### src/rtl/quad_pkg.sv
// Shared definitions for the quadrature generator and the counter firmware:
// position width, direction codes and the A/B encoding.
package quad_pkg;

  localparam int POS_W = 14;

  localparam logic DIR_UP = 1'b0;
  localparam logic DIR_DN = 1'b1;

  // Up-count order of {A,B} is 00,10,11,01.
  function automatic logic [1:0] quad_encode(input logic [1:0] p);
    return {p[1] ^ p[0], p[1]};
  endfunction

endpackage

### src/rtl/quad_index.sv
// Revolution counter and index pulse stretcher; tracks position modulo cpr
// and emits a ZLEN-clock Z pulse whenever a step lands on rev 0.
module quad_index
  import quad_pkg::*;
#(
  parameter int W    = POS_W,
  parameter int ZLEN = 4
) (
  input  logic         clk,
  input  logic         reset,
  input  logic         step,
  input  logic         dir,
  input  logic [W-1:0] cpr,
  output logic         Z
);

  localparam int ZW = $clog2(ZLEN + 1);

  logic [W-1:0]  rev;
  logic [W-1:0]  rev_next;
  logic [ZW-1:0] ztimer;
  logic          index_event;

  always_comb begin
    rev_next    = rev;
    index_event = 1'b0;
    if (step && (cpr != '0)) begin
      if (dir == DIR_UP) begin
        if ((rev == cpr - W'(1)) || (rev >= cpr)) rev_next = '0;
        else                                      rev_next = rev + W'(1);
      end else begin
        if (rev == '0)       rev_next = cpr - W'(1);
        else if (rev >= cpr) rev_next = '0;
        else                 rev_next = rev - W'(1);
      end
      index_event = (rev_next == '0);
    end
  end

  // Z is high for exactly the clocks in which ztimer holds ZLEN..1.
  always_ff @(posedge clk) begin
    if (reset) begin
      rev    <= '0;
      ztimer <= '0;
      Z      <= 1'b0;
    end else begin
      rev <= rev_next;
      if (index_event) begin
        ztimer <= ZW'(ZLEN);
        Z      <= 1'b1;
      end else begin
        if (ztimer != '0) ztimer <= ztimer - ZW'(1);
        Z <= (ztimer > ZW'(1));
      end
    end
  end

endmodule

### src/rtl/quad_gen.sv
// Quadrature generator: walks pos toward target one count per eligible
// clock, honouring a dwell between steps, and drives A/B/Z from it.
module quad_gen
  import quad_pkg::*;
#(
  parameter int W       = POS_W,
  parameter int DWELL_W = 8,
  parameter int ZLEN    = 4
) (
  input  logic               clk,
  input  logic               reset,
  input  logic [W-1:0]       target,
  input  logic [DWELL_W-1:0] dwell,
  input  logic [W-1:0]       cpr,
  output logic               A,
  output logic               B,
  output logic               Z,
  output logic [W-1:0]       pos,
  output logic               busy
);

  logic [W-1:0]       d;
  logic [W-1:0]       pos_next;
  logic [DWELL_W-1:0] timer;
  logic               step;
  logic               dir;

  // Half-range difference has its MSB set and therefore steps down.
  always_comb begin
    d        = target - pos;
    step     = (timer == '0) && (d != '0);
    dir      = d[W-1] ? DIR_DN : DIR_UP;
    pos_next = pos;
    if (step) pos_next = (dir == DIR_DN) ? pos - W'(1) : pos + W'(1);
  end

  always_ff @(posedge clk) begin
    if (reset) begin
      pos   <= '0;
      timer <= '0;
      A     <= 1'b0;
      B     <= 1'b0;
      busy  <= 1'b0;
    end else begin
      pos <= pos_next;
      if (step)             timer <= dwell;
      else if (timer != '0) timer <= timer - DWELL_W'(1);
      {A, B} <= quad_encode(pos_next[1:0]);
      busy   <= (target != pos_next);
    end
  end

  quad_index #(
    .W    (W),
    .ZLEN (ZLEN)
  ) u_index (
    .clk   (clk),
    .reset (reset),
    .step  (step),
    .dir   (dir),
    .cpr   (cpr),
    .Z     (Z)
  );

endmodule
### config.mk
export PLATFORM = sky130hd
export DESIGN_NAME = quad_gen
export DESIGN_NICKNAME = d
export VERILOG_FILES = /design/src/rtl/quad_pkg.sv /design/src/rtl/quad_index.sv /design/src/rtl/quad_gen.sv
export SDC_FILE = /design/constraint.sdc
export NUM_CORES = 1
export LEC_CHECK = 0
export CAP_MARGIN = 20
export CELL_PAD_IN_SITES_DETAIL_PLACEMENT = 0
export CELL_PAD_IN_SITES_GLOBAL_PLACEMENT = 1
export CORE_MARGIN = 5
export CORE_UTILIZATION = 36
export DETAILED_ROUTE_END_ITERATION = 10
export DONT_BUFFER_PORTS = 1
export PLACE_DENSITY_LB_ADDON = 0.1
export SYNTH_ARGS = -nofsm -noshare
export SYNTH_HDL_FRONTEND = slang
export SYNTH_SLANG_ARGS = --single-unit
export TNS_END_PERCENT = 1
### constraint.sdc
create_clock -name clk -period 9.9 [get_ports clk]
set_clock_uncertainty 0.2 [all_clocks]
set_input_delay 0.99 -clock clk [delete_from_list [all_inputs] [get_ports clk]]
set_output_delay 0.99 -clock clk [all_outputs]
set_load 0.01 [all_outputs]
==> results of run 1 <==
==> cell usage in the layout (no fill, tap or decap), drive strengths merged, types with 6 or more instances in the layout <==
cell,instances
ha,48
nand2,45
a211oi,9
nand4,6
o21ai,35
o22ai,11
xor2,32
o2111ai,7
and3,8
and2,7
nand3,18
or4,7
a31oi,12
a21oi,47
nand2b,13
nor4,17
or3,10
nor2,86
a21o,8
nor3,27
inv,48
xnor2,47
dfxtp,42
==> worst max-delay path by stage <==
stage,start,endpoint,slack [ns],cells after the start
3_3_place_gp,target[3],busy,4.26,18
6_report,pos[1],busy,4.35,19
5_1_grt,pos[1],busy,3.84,19
4_1_cts,pos[1],busy,4.31,19
2_1_floorplan,target[3],busy,4.40,21
3_5_place_dp,target[3],busy,4.15,18
==> flip-flops by register name, summed over array words and instances (netlist names) <==
signal / count
u_index.Z: 1
pos: 14
u_index.ztimer: 3
timer: 8
busy: 1
u_index.rev: 14
A: 1
==> metrics by stage <==
stage | instance area, um^2 | cells
final | 5470 | 876
after CTS | 5470 | 876
after global placement | 5300 | 868
after global routing | 5470 | 876
after detailed placement | 5300 | 868
after floorplan | 5220 | 722
==> logic make-up after synthesis <==
group / count (synthesis) / synth area share
compound gates: 186 / 0.234
xor+xnor: 82 / 0.145
fa+ha+maj: 50 / 0.123
buf+inv: 89 / 0.0688
flops: 42 / 0.161
mux: 5 / 0.00983
simple gates: 268 / 0.258
==> cells in the mapped netlist (5+ instances only) <==
| cell type | number |
|---|---|
| dfxtp_1 | 42 |
| and2_1 | 6 |
| a22oi_1 | 5 |
| or4_1 | 6 |
| or3_1 | 10 |
| and3_1 | 8 |
| o21ai_0 | 35 |
| xor2_1 | 32 |
| a21o_1 | 8 |
| a31oi_1 | 12 |
| nor2_1 | 86 |
| a211oi_1 | 8 |
| o2111ai_1 | 7 |
| o22ai_1 | 11 |
| buf_2 | 5 |
| nor3_1 | 27 |
| clkbuf_1 | 31 |
| a21oi_1 | 47 |
| a311oi_1 | 5 |
| nand3_1 | 18 |
| ha_1 | 48 |
| nand2_1 | 44 |
| nand4_1 | 6 |
| xnor2_1 | 47 |
| inv_1 | 47 |
| nor4_1 | 17 |
| nand2b_1 | 13 |
==> per-layer routing <==
layer / routed length [um] / part of all wire / GRT usage
met2: 8130 / 0.51 / 0.353
met1: 6820 / 0.43 / 0.230
met4: 240 / 0.015 / 0.0484
met5: 0 / 0 / 0
met3: 849 / 0.053 / 0.0427
==> critical path, delay by kind of cell, from the launching register on <==
family                   cells  cell delay (ns)
AO/OA/AOI/OAI               10             2.70
adder cells (fa/ha/maj)      2             0.71
buffers and inverters        2             0.47
XOR/XNOR                     2             0.33
flip-flops                   1             0.64
AND/OR/NAND/NOR              3             0.43
==> area by class of cell <==
| cell class | count | area (um^2) | area share |
|---|---|---|---|
| clock buffer | 5 | 125 | 0.0229 |
| inverter | 47 | 176 | 0.0322 |
| sequential | 42 | 841 | 0.154 |
| clock inverter | 3 | 43.8 | 0.00800 |
| multi-input combinational | 591 | 4030 | 0.736 |
| tap | 184 | 230 | 0.0421 |
| timing repair buffer | 4 | 30.0 | 0.00549 |
==> summary.txt, run 1 <==
Logic synthesis
  – Synth Warn #: 0
  – Post-synth cell types: 67
  – Post-synth EDFFs: 0
  – Mean post-synth cell area: 7.23 um^2
  – Mapped Cells: 722
  – Share of the synthesized area in the top cell type: 0.161
  – Yosys reg bits: 42
  – Top post-synthesis cells by area: dfxtp_1 16%, ha_1 12%, xnor2_1 7.9%, nor2_1 6.2%, xor2_1 5.4%
  – Asr flop ratio synth: 0
  – Top FF cell, synth: dfxtp_1
  – Area leader, netlist: dfxtp_1
  – Mapped Area: 0.00522 mm^2
  – Register area share after synthesis: 0.161
  – Net count after synthesis: 810

Die
  – Initial Utilization: 0.363
  – I/O pins: 56
  – Cell Rows: 44
  – Vert. Die Dim: 130 um
  – Die Span X: 130 um
  – Die Area: 0.0170 mm^2
  – Core footprint: 0.0144 mm^2

Clocking
  – Total clock sinks: 42
  – Clock Pin Slew Worst Setup and Hold Paths: 0.07 ns
  – Root buffer cell: clkbuf_16
  – Clock buffer depth: 2
  – CTS Hold Bufs: 0
  – Skew-Pair Late Insertion Delay: 0.29 ns
  – Post-cts sizing count: 0
  – Post-CTS setup buffers: 0
  – TritonCTS Buffers: 5
  – CTS tree: done
  – H-tree Lvls: 2

Finish
  – Post-layout util: 0.381
  – Layout Area Growth over Synthesis: 4.82%
  – Antenna cells: 0
  – Final net count: 779
  – Layout cell share with drive strength beyond 1: 0.0361
  – Fillers: 1526

STA
  – RSZ-0062 raised after global routing: false
  – Hold Slack: 0.297 ns
  – Final worst slack: 4.35 ns
  – Slew Limit Fails: 0
  – Slew @ Worst Pin: 0.732 ns
  – Highest Clock Rate: 180 MHz
  – Relative slew slack: 0.512
  – Final Hold Fails: 0
  – Final setup fails: 0
  – Crit share post-route: 0.561
  – Final Critical Period: 5.55 ns
  – Total negative slack: 0 ns

Place
  – IO buf count: 0
  – Gp weighted congestion: 0.853
  – Hpwl dp: 12400 um
  – Post-placement setup slack: 4.15 ns

Critical path
  – Worst Setup Path Type: flop to flop
  – Peak per-stage delay on the critical path: 0.64 ns
  – R2R Path End: busy
  – R2r setup slk: 4.35 ns
  – Start of the worst register-to-register path: pos[1]
  – Setup crit start kind: flop
  – Critical Path RT: 9.92 ns
  – Critical Path AT: 5.57 ns
  – Crit path cell chain: inv_1 > ha_1 > nor2b_1 > o2111a_1 > o31ai_1 > and2_1 > o211a_1 > inv_1 > ha_1 > a21oi_1 > a31oi_1 > o41ai_1 > o211ai_1 > o21ai_0 > nand2b_1 > xor2_1 > xnor2_1 > a31o_2 > a41oi_1
  – CP endpoint kind: flop
  – Worst Reg2Reg Path Length in Cells: 19
  – CP max-delay cell: dfxtp_1
  – Critical path fanouts, max: 9

Hold path
  – Hold Crit Class: flop to flop
  – Hold Path Cell Cnt: 2
  – Hold Crit Endpoint: timer[1]
  – Hold Startpoint: timer[1]

Global route
  – Number of global-route vias before repair: 5022
  – Total global routing overflow: 0
  – Largest net degree at the start of global routing: 43
  – Total GRT Usage: 0.194
  – Initial antenna violation count: 0
  – First-pass GRT wire length: 26300 um

Job
  – Max-cap violation count: 0

Detailed routing
  – DR WL/cell: 18.3 um
  – Drt drc: 0
  – 1st-pass router iterations: 5
  – Via count: 4998
  – Initial DRC Count: 334
  – Routed Antenna Nets: 0
  – WL final: 16000 um
  – Via/cell ratio: 5.71

Status
  – Status: completed
Power of run 1 is left out: the tool's default activity adds up to more than one toggle a clock period on the data nets, which glitch-free logic cannot reach.
==> inputs of run 2 (changes only) <==
- clock period: 9.9 -> 5.2 ns (I/O delays scaled with it)
==> summary.txt, run 2 (synthesized netlist as in run 1, its figures left out) <==
Critical path
  – CP endpoint kind: flop
  – Critical path fanouts, max: 10 (+1)
  – Critical Path AT: 4.78 ns (-0.79 ns)
  – Peak per-stage delay on the critical path: 0.42 ns (-0.22 ns)
  – CP max-delay cell: dfxtp_1
  – Setup crit start kind: flop
  – Crit path cell chain: inv_1 > ha_1 > and4_1 > and2_1 > o31ai_1 > and2_1 > o211a_1 > inv_1 > ha_1 > a211o_1 > o2111ai_1 > a32oi_2 > o2111ai_1 > and3b_1 > o21ai_1 > xnor2_1 > nand4_1 > o21ai_0 > a41oi_1
  – Critical Path RT: 5.17 ns (-4.75 ns)
  – Worst Setup Path Type: flop to flop

Finish
  – Most frequent cells in the layout: 86 x nor2_1, 48 x ha_1, 47 x a21oi_1, 47 x xnor2_1, 47 x inv_1
  – Layout cell share with drive strength beyond 1: 0.0567 (+0.0206)
  – Post-layout util: 0.391 (+0.00993)
  – Antenna cells: 0 (unchanged)
  – Final net count: 792 (+1.7%)
  – Finished Cell Area: 0.00561 mm^2 (+2.6%)
  – Layout Area Growth over Synthesis: 7.55%
  – Top flop regs: pos: 14 flops, u_index.rev: 14 flops, timer: 8 flops
  – Fillers: 1535 (+0.59%)
  – Commonest non-fill, non-tap cell in the layout: nor2_1

Place
  – Hpwl dp: 12700 um (+2.6%)
  – Gp weighted congestion: 0.854 (+0.11%)
  – IO buf count: 0 (unchanged)
  – Placed cell area: 0.00540 mm^2 (+1.8%)

Global route
  – Total global routing overflow: 0 (unchanged)
  – Initial antenna violation count: 0 (unchanged)
  – Total GRT Usage: 0.193 (-0.000639)
  – First-pass GRT wire length: 26100 um (-0.92%)
  – Largest net degree at the start of global routing: 43 (unchanged)
  – Number of global-route vias before repair: 4941 (-1.6%)

Detailed routing
  – Via/cell ratio: 5.63 (-1.2%)
  – Initial DRC Count: 342 (+2.4%)
  – 1st-pass router iterations: 5 (unchanged)
  – WL final: 16200 um (+0.75%)
  – Drt drc: 0 (unchanged)
  – Via count: 5009 (+0.22%)
  – DR WL/cell: 18.2 um (-0.72%)
  – Routed Antenna Nets: 0 (unchanged)

STA
  – Final Critical Period: 4.81 ns (-0.739 ns)
  – RSZ-0062 raised after global routing: false
  – Highest Clock Rate: 208 MHz (+15%)
  – Hold Slack: 0.0972 ns (-0.199 ns)
  – Slew @ Worst Pin: 0.798 ns (+0.0660 ns)
  – Final Hold Fails: 0 (unchanged)
  – Total negative slack: 0 ns (unchanged)
  – Crit share post-route: 0.926 (+0.365)
  – Slew Limit Fails: 0 (unchanged)
  – Relative slew slack: 0.465 (-0.0469)
  – Final setup fails: 0 (unchanged)

Hold path
  – Hold Crit Class: input pin to flop

Die
  – I/O pins: 56 (unchanged)
  – Vert. Die Dim: 130 um (unchanged)
  – Initial Utilization: 0.363 (unchanged)
  – Cell Rows: 44 (unchanged)
  – Die Area: 0.0170 mm^2 (unchanged)
  – Die Span X: 130 um (unchanged)
  – Core footprint: 0.0144 mm^2 (unchanged)

Clocking
  – Clock Pin Slew Worst Setup and Hold Paths: 0.07 ns (about the same)
  – Post-CTS setup buffers: 0 (unchanged)
  – TritonCTS Buffers: 5 (unchanged)
  – Total clock sinks: 42 (unchanged)
  – Clock buffer depth: 2 (unchanged)
  – Skew-Pair Late Insertion Delay: 0.29 ns (about the same)
  – Root buffer cell: clkbuf_16
  – CTS tree: done
  – H-tree Lvls: 2 (unchanged)

Job
  – Max-cap violation count: 0 (unchanged)

Status
  – Status: completed
-- run 2: critical path: cells and delay by family (launching register included) --
| family | cells | cell delay (ns) |
|---|---|---|
| buffers and inverters | 2 | 0.45 |
| adder cells (fa/ha/maj) | 2 | 0.71 |
| flip-flops | 1 | 0.42 |
| AO/OA/AOI/OAI | 9 | 1.81 |
| XOR/XNOR | 1 | 0.17 |
| AND/OR/NAND/NOR | 5 | 0.93 |
-- run 2: final cells by class --
cell class,count,area (um^2),share of cell area
clock buffer,6,139,0.0247
clock inverter,2,60.1,0.0107
inverter,47,176,0.0314
multi-input combinational,591,4040,0.720
sequential,42,841,0.150
tap,184,230,0.0410
timing repair buffer,17,128,0.0227
-- run 2: per-stage QoR --
stage                     worst slack, ns  instances
after floorplan                     0.161        722
after global placement              0.221        881
after detailed placement            0.125        881
after CTS                          0.0856        889
after global routing               0.0646        889
final                               0.387        889
-- run 2: metal layers --
metal | wire, um | global-route usage | vias up | share of wire
met5 | 0 | 0 | - | 0
met4 | 249 | 0.0478 | 0 | 0.015
met3 | 810 | 0.0341 | 13 | 0.050
met2 | 8220 | 0.364 | 99 | 0.51
met1 | 6870 | 0.225 | 2327 | 0.43
li1 | - | - | 2570 | -
-- run 2: worst paths after layout --
path                                   to  cells after the start               from  slack (ns)
worst min register to register  u_index.Z                      2  u_index.ztimer[1]        0.30
worst min-delay path             timer[4]                      1              reset         0.1
worst max-delay path                 busy                     19             pos[9]        0.39
worst max register to register       busy                     19             pos[9]        0.39
-- run 2: timing repair --
| action | 4_1_cts | 5_1_grt |
|---|---|---|
| setup endpoints to repair | 0 | 2 |
| resized for setup | 0 | 3 |
| hold buffers | 0 | 0 |
Power of run 2 is left out for the same reason.
==> inputs of run 3 (changes only) <==
- ABC_AREA: not set -> 1
==> summary.txt, run 3 <==
Finish
  – Layout cell share with drive strength beyond 1: 0.0625 (+0.00576)
  – Layout Area Growth over Synthesis: 6.20%
  – Most frequent cells in the layout: 236 x nand2_1, 115 x inv_1, 102 x nor2_1, 84 x nand3_1, 51 x a21oi_1
  – Post-layout util: 0.385 (-0.00550)
  – Fillers: 1666 (+8.5%)
  – Final net count: 983 (+24%)
  – Top flop regs: pos: 14 flops, u_index.rev: 14 flops, timer: 8 flops
  – Antenna cells: 0 (unchanged)
  – Post-layout instance count excluding filler cells: 1084 (+22%)
  – Commonest non-fill, non-tap cell in the layout: nand2_1

Global route
  – Number of global-route vias before repair: 5248 (+6.2%)
  – Total GRT Usage: 0.191 (-0.00175)
  – Initial antenna violation count: 0 (unchanged)
  – First-pass GRT wire length: 27000 um (+3.8%)
  – Largest net degree at the start of global routing: 29 (-33%)
  – Total global routing overflow: 0 (unchanged)

Logic synthesis
  – Top FF cell, synth: dfxtp_1
  – Post-synth top cells: 236 x nand2_1, 115 x inv_1, 102 x nor2_1
  – Share of the synthesized area in the top cell type: 0.163 (+0.00198)
  – Mapped Area: 0.00543 mm^2 (+4.1%)
  – Area leader, netlist: nand2_1
  – Register area share after synthesis: 0.155 (-0.00631)
  – Top post-synthesis cells by area: nand2_1 16%, dfxtp_1 15%, ha_1 11%, inv_1 7.9%, nand3_1 7.7%
  – Asr flop ratio synth: 0 (unchanged)
  – Yosys reg bits: 42 (unchanged)
  – Post-synth cell types: 45 (-33%)
  – Top-count cell post-synth: nand2_1
  – Post-synth EDFFs: 0 (unchanged)
  – Net count after synthesis: 991 (+22%)
  – Mean post-synth cell area: 6.02 um^2 (-17%)
  – Synth Warn #: 0 (unchanged)
  – Mapped Cells: 903 (+25%)

Die
  – Cell Rows: 45 (+2.3%)
  – Vert. Die Dim: 133 um (+1.9%)
  – Die Area: 0.0176 mm^2 (+3.8%)
  – Core footprint: 0.0150 mm^2 (+4.2%)
  – I/O pins: 56 (unchanged)
  – Die Span X: 133 um (+1.9%)
  – Initial Utilization: 0.363 (-0.000548)

Critical path
  – CP max-delay cell: dfxtp_1
  – Worst Setup Path Type: flop to flop
  – Crit path top cell by count: nand2_1
  – Crit. Startpoint: pos[4]
  – Setup crit start kind: flop
  – CP endpoint kind: flop
  – Critical Path AT: 4.57 ns (-0.21 ns)
  – Start of the worst register-to-register path: pos[4]
  – Critical path fanouts, max: 19 (+9)
  – Peak per-stage delay on the critical path: 0.53 ns (+0.11 ns)
  – Critical Path RT: 5.21 ns (+0.04 ns)

Clocking
  – Skew-Pair Late Insertion Delay: 0.31 ns (+0.02 ns)
  – Total clock sinks: 42 (unchanged)
  – Clock Pin Slew Worst Setup and Hold Paths: 0.07 ns (about the same)
  – CTS tree: done
  – Clock buffer depth: 2 (unchanged)
  – TritonCTS Buffers: 5 (unchanged)
  – H-tree Lvls: 2 (unchanged)
  – CTS Hold Bufs: 0 (unchanged)
  – Root buffer cell: clkbuf_16
  – Post-cts sizing count: 0 (unchanged)
  – Post-CTS setup buffers: 0 (unchanged)

Power
  – Static leakage: 2.90 nW
  – Max VDD drop: 213 uV
  – Pwr per Cell Area: 638 mW/mm^2

STA
  – Highest Clock Rate: 219 MHz (+5.5%)
  – Crit share post-route: 0.877 (-0.0484)
  – Slew Limit Fails: 0 (unchanged)
  – Total negative slack: 0 ns (unchanged)
  – Hold Slack: 0.0844 ns (-0.0129 ns)
  – Final setup fails: 0 (unchanged)
  – Relative slew slack: 0.460 (-0.00526)
  – RSZ-0062 raised after global routing: false
  – Final Critical Period: 4.56 ns (-0.252 ns)
  – Slew @ Worst Pin: 0.806 ns (+0.00784 ns)
  – Final Hold Fails: 0 (unchanged)

Place
  – Hpwl dp: 13900 um (+9.6%)
  – Inst Count DP: 1076 (+22%)
  – IO buf count: 0 (unchanged)
  – Gp weighted congestion: 0.832 (-2.6%)

Detailed routing
  – Routed Antenna Nets: 0 (unchanged)
  – DR WL/cell: 16.0 um (-12%)
  – Drt drc: 0 (unchanged)
  – Initial DRC Count: 288 (-16%)
  – WL final: 17400 um (+7.6%)
  – 1st-pass router iterations: 5 (unchanged)
  – Via count: 5622 (+12%)
  – Via/cell ratio: 5.19 (-8.0%)

Hold path
  – Hold Startpoint: reset
  – Hold Crit Class: input pin to flop

Job
  – Max-cap violation count: 0 (unchanged)

Status
  – Status: completed
## run 3: changes by cell type after synthesis, sizes merged, moves of 15 or more
cell	previous run	this run
nor2	86	111
nand2	45	251
nor4	17	2
clkbuf	31	5
inv	47	122
nand3	18	91
xnor2	47	12
nor3	27	12
## run 3: layer usage
layer / routed length, um / global-route usage / vias to the layer above
li1: - / - / 2921
met5: 0 / 0 / -
met4: 523 / 0.0664 / 0
met1: 7200 / 0.211 / 2561
met3: 773 / 0.0426 / 30
met2: 8880 / 0.358 / 110
## run 3: worst max-delay path: cells and delay by family, from the launching register on
family	cells	cell delay (ns)
simple gates	21	2.04
fa+ha+maj	2	0.75
compound gates	3	0.62
flops	1	0.53
buf+inv	2	0.30
## run 3: logic make-up after synthesis
family                   share of synthesized area
AND/OR/NAND/NOR                              0.412
AO/OA/AOI/OAI                                0.131
XOR/XNOR                                    0.0776
adder cells (fa/ha/maj)                      0.118
buffers and inverters                        0.107
flip-flops                                   0.155
## run 3: stage by stage
| stage | worst slack, ns | cell area, um^2 | power [mW] |
|---|---|---|---|
| 2_1_floorplan | 1.18 | 5430 | 2.64 |
| 5_1_grt | 0.0874 | 5770 | 4.07 |
| 4_1_cts | 0.498 | 5760 | 3.68 |
| 3_5_place_dp | 0.494 | 5600 | 3.29 |
| 6_report | 0.639 | 5770 | 3.68 |
| 3_3_place_gp | 0.509 | 5600 | 3.26 |
## run 3: power by group
part / internal [mW] / switching (mW) / total, mW
Clock: 0.227 / 0.154 / 0.381
Sequential: 0.445 / 0.189 / 0.634
Combinational: 0.940 / 1.73 / 2.67
## run 3: cell type report
type	instances	area [um^2]	area share
Clock buffer	6	129	0.0223
Inverter	124	465	0.0807
Multi-Input combinational cell	716	4020	0.696
Sequential cell	42	841	0.146
Clock inverter	2	37.5	0.00651
Timing Repair Buffer	6	45.0	0.00781
Tap cell	188	235	0.0408
## run 3: worst paths after layout
path | end | slack, ns | depth (start not counted)
setup / recovery | busy | 0.64 | 28
setup reg to reg | busy | 0.64 | 28
hold / removal | u_index.ztimer[2] | 0.08 | 1
hold reg to reg | timer[6] | 0.29 | 2
Power figures use the tool's default switching activity.
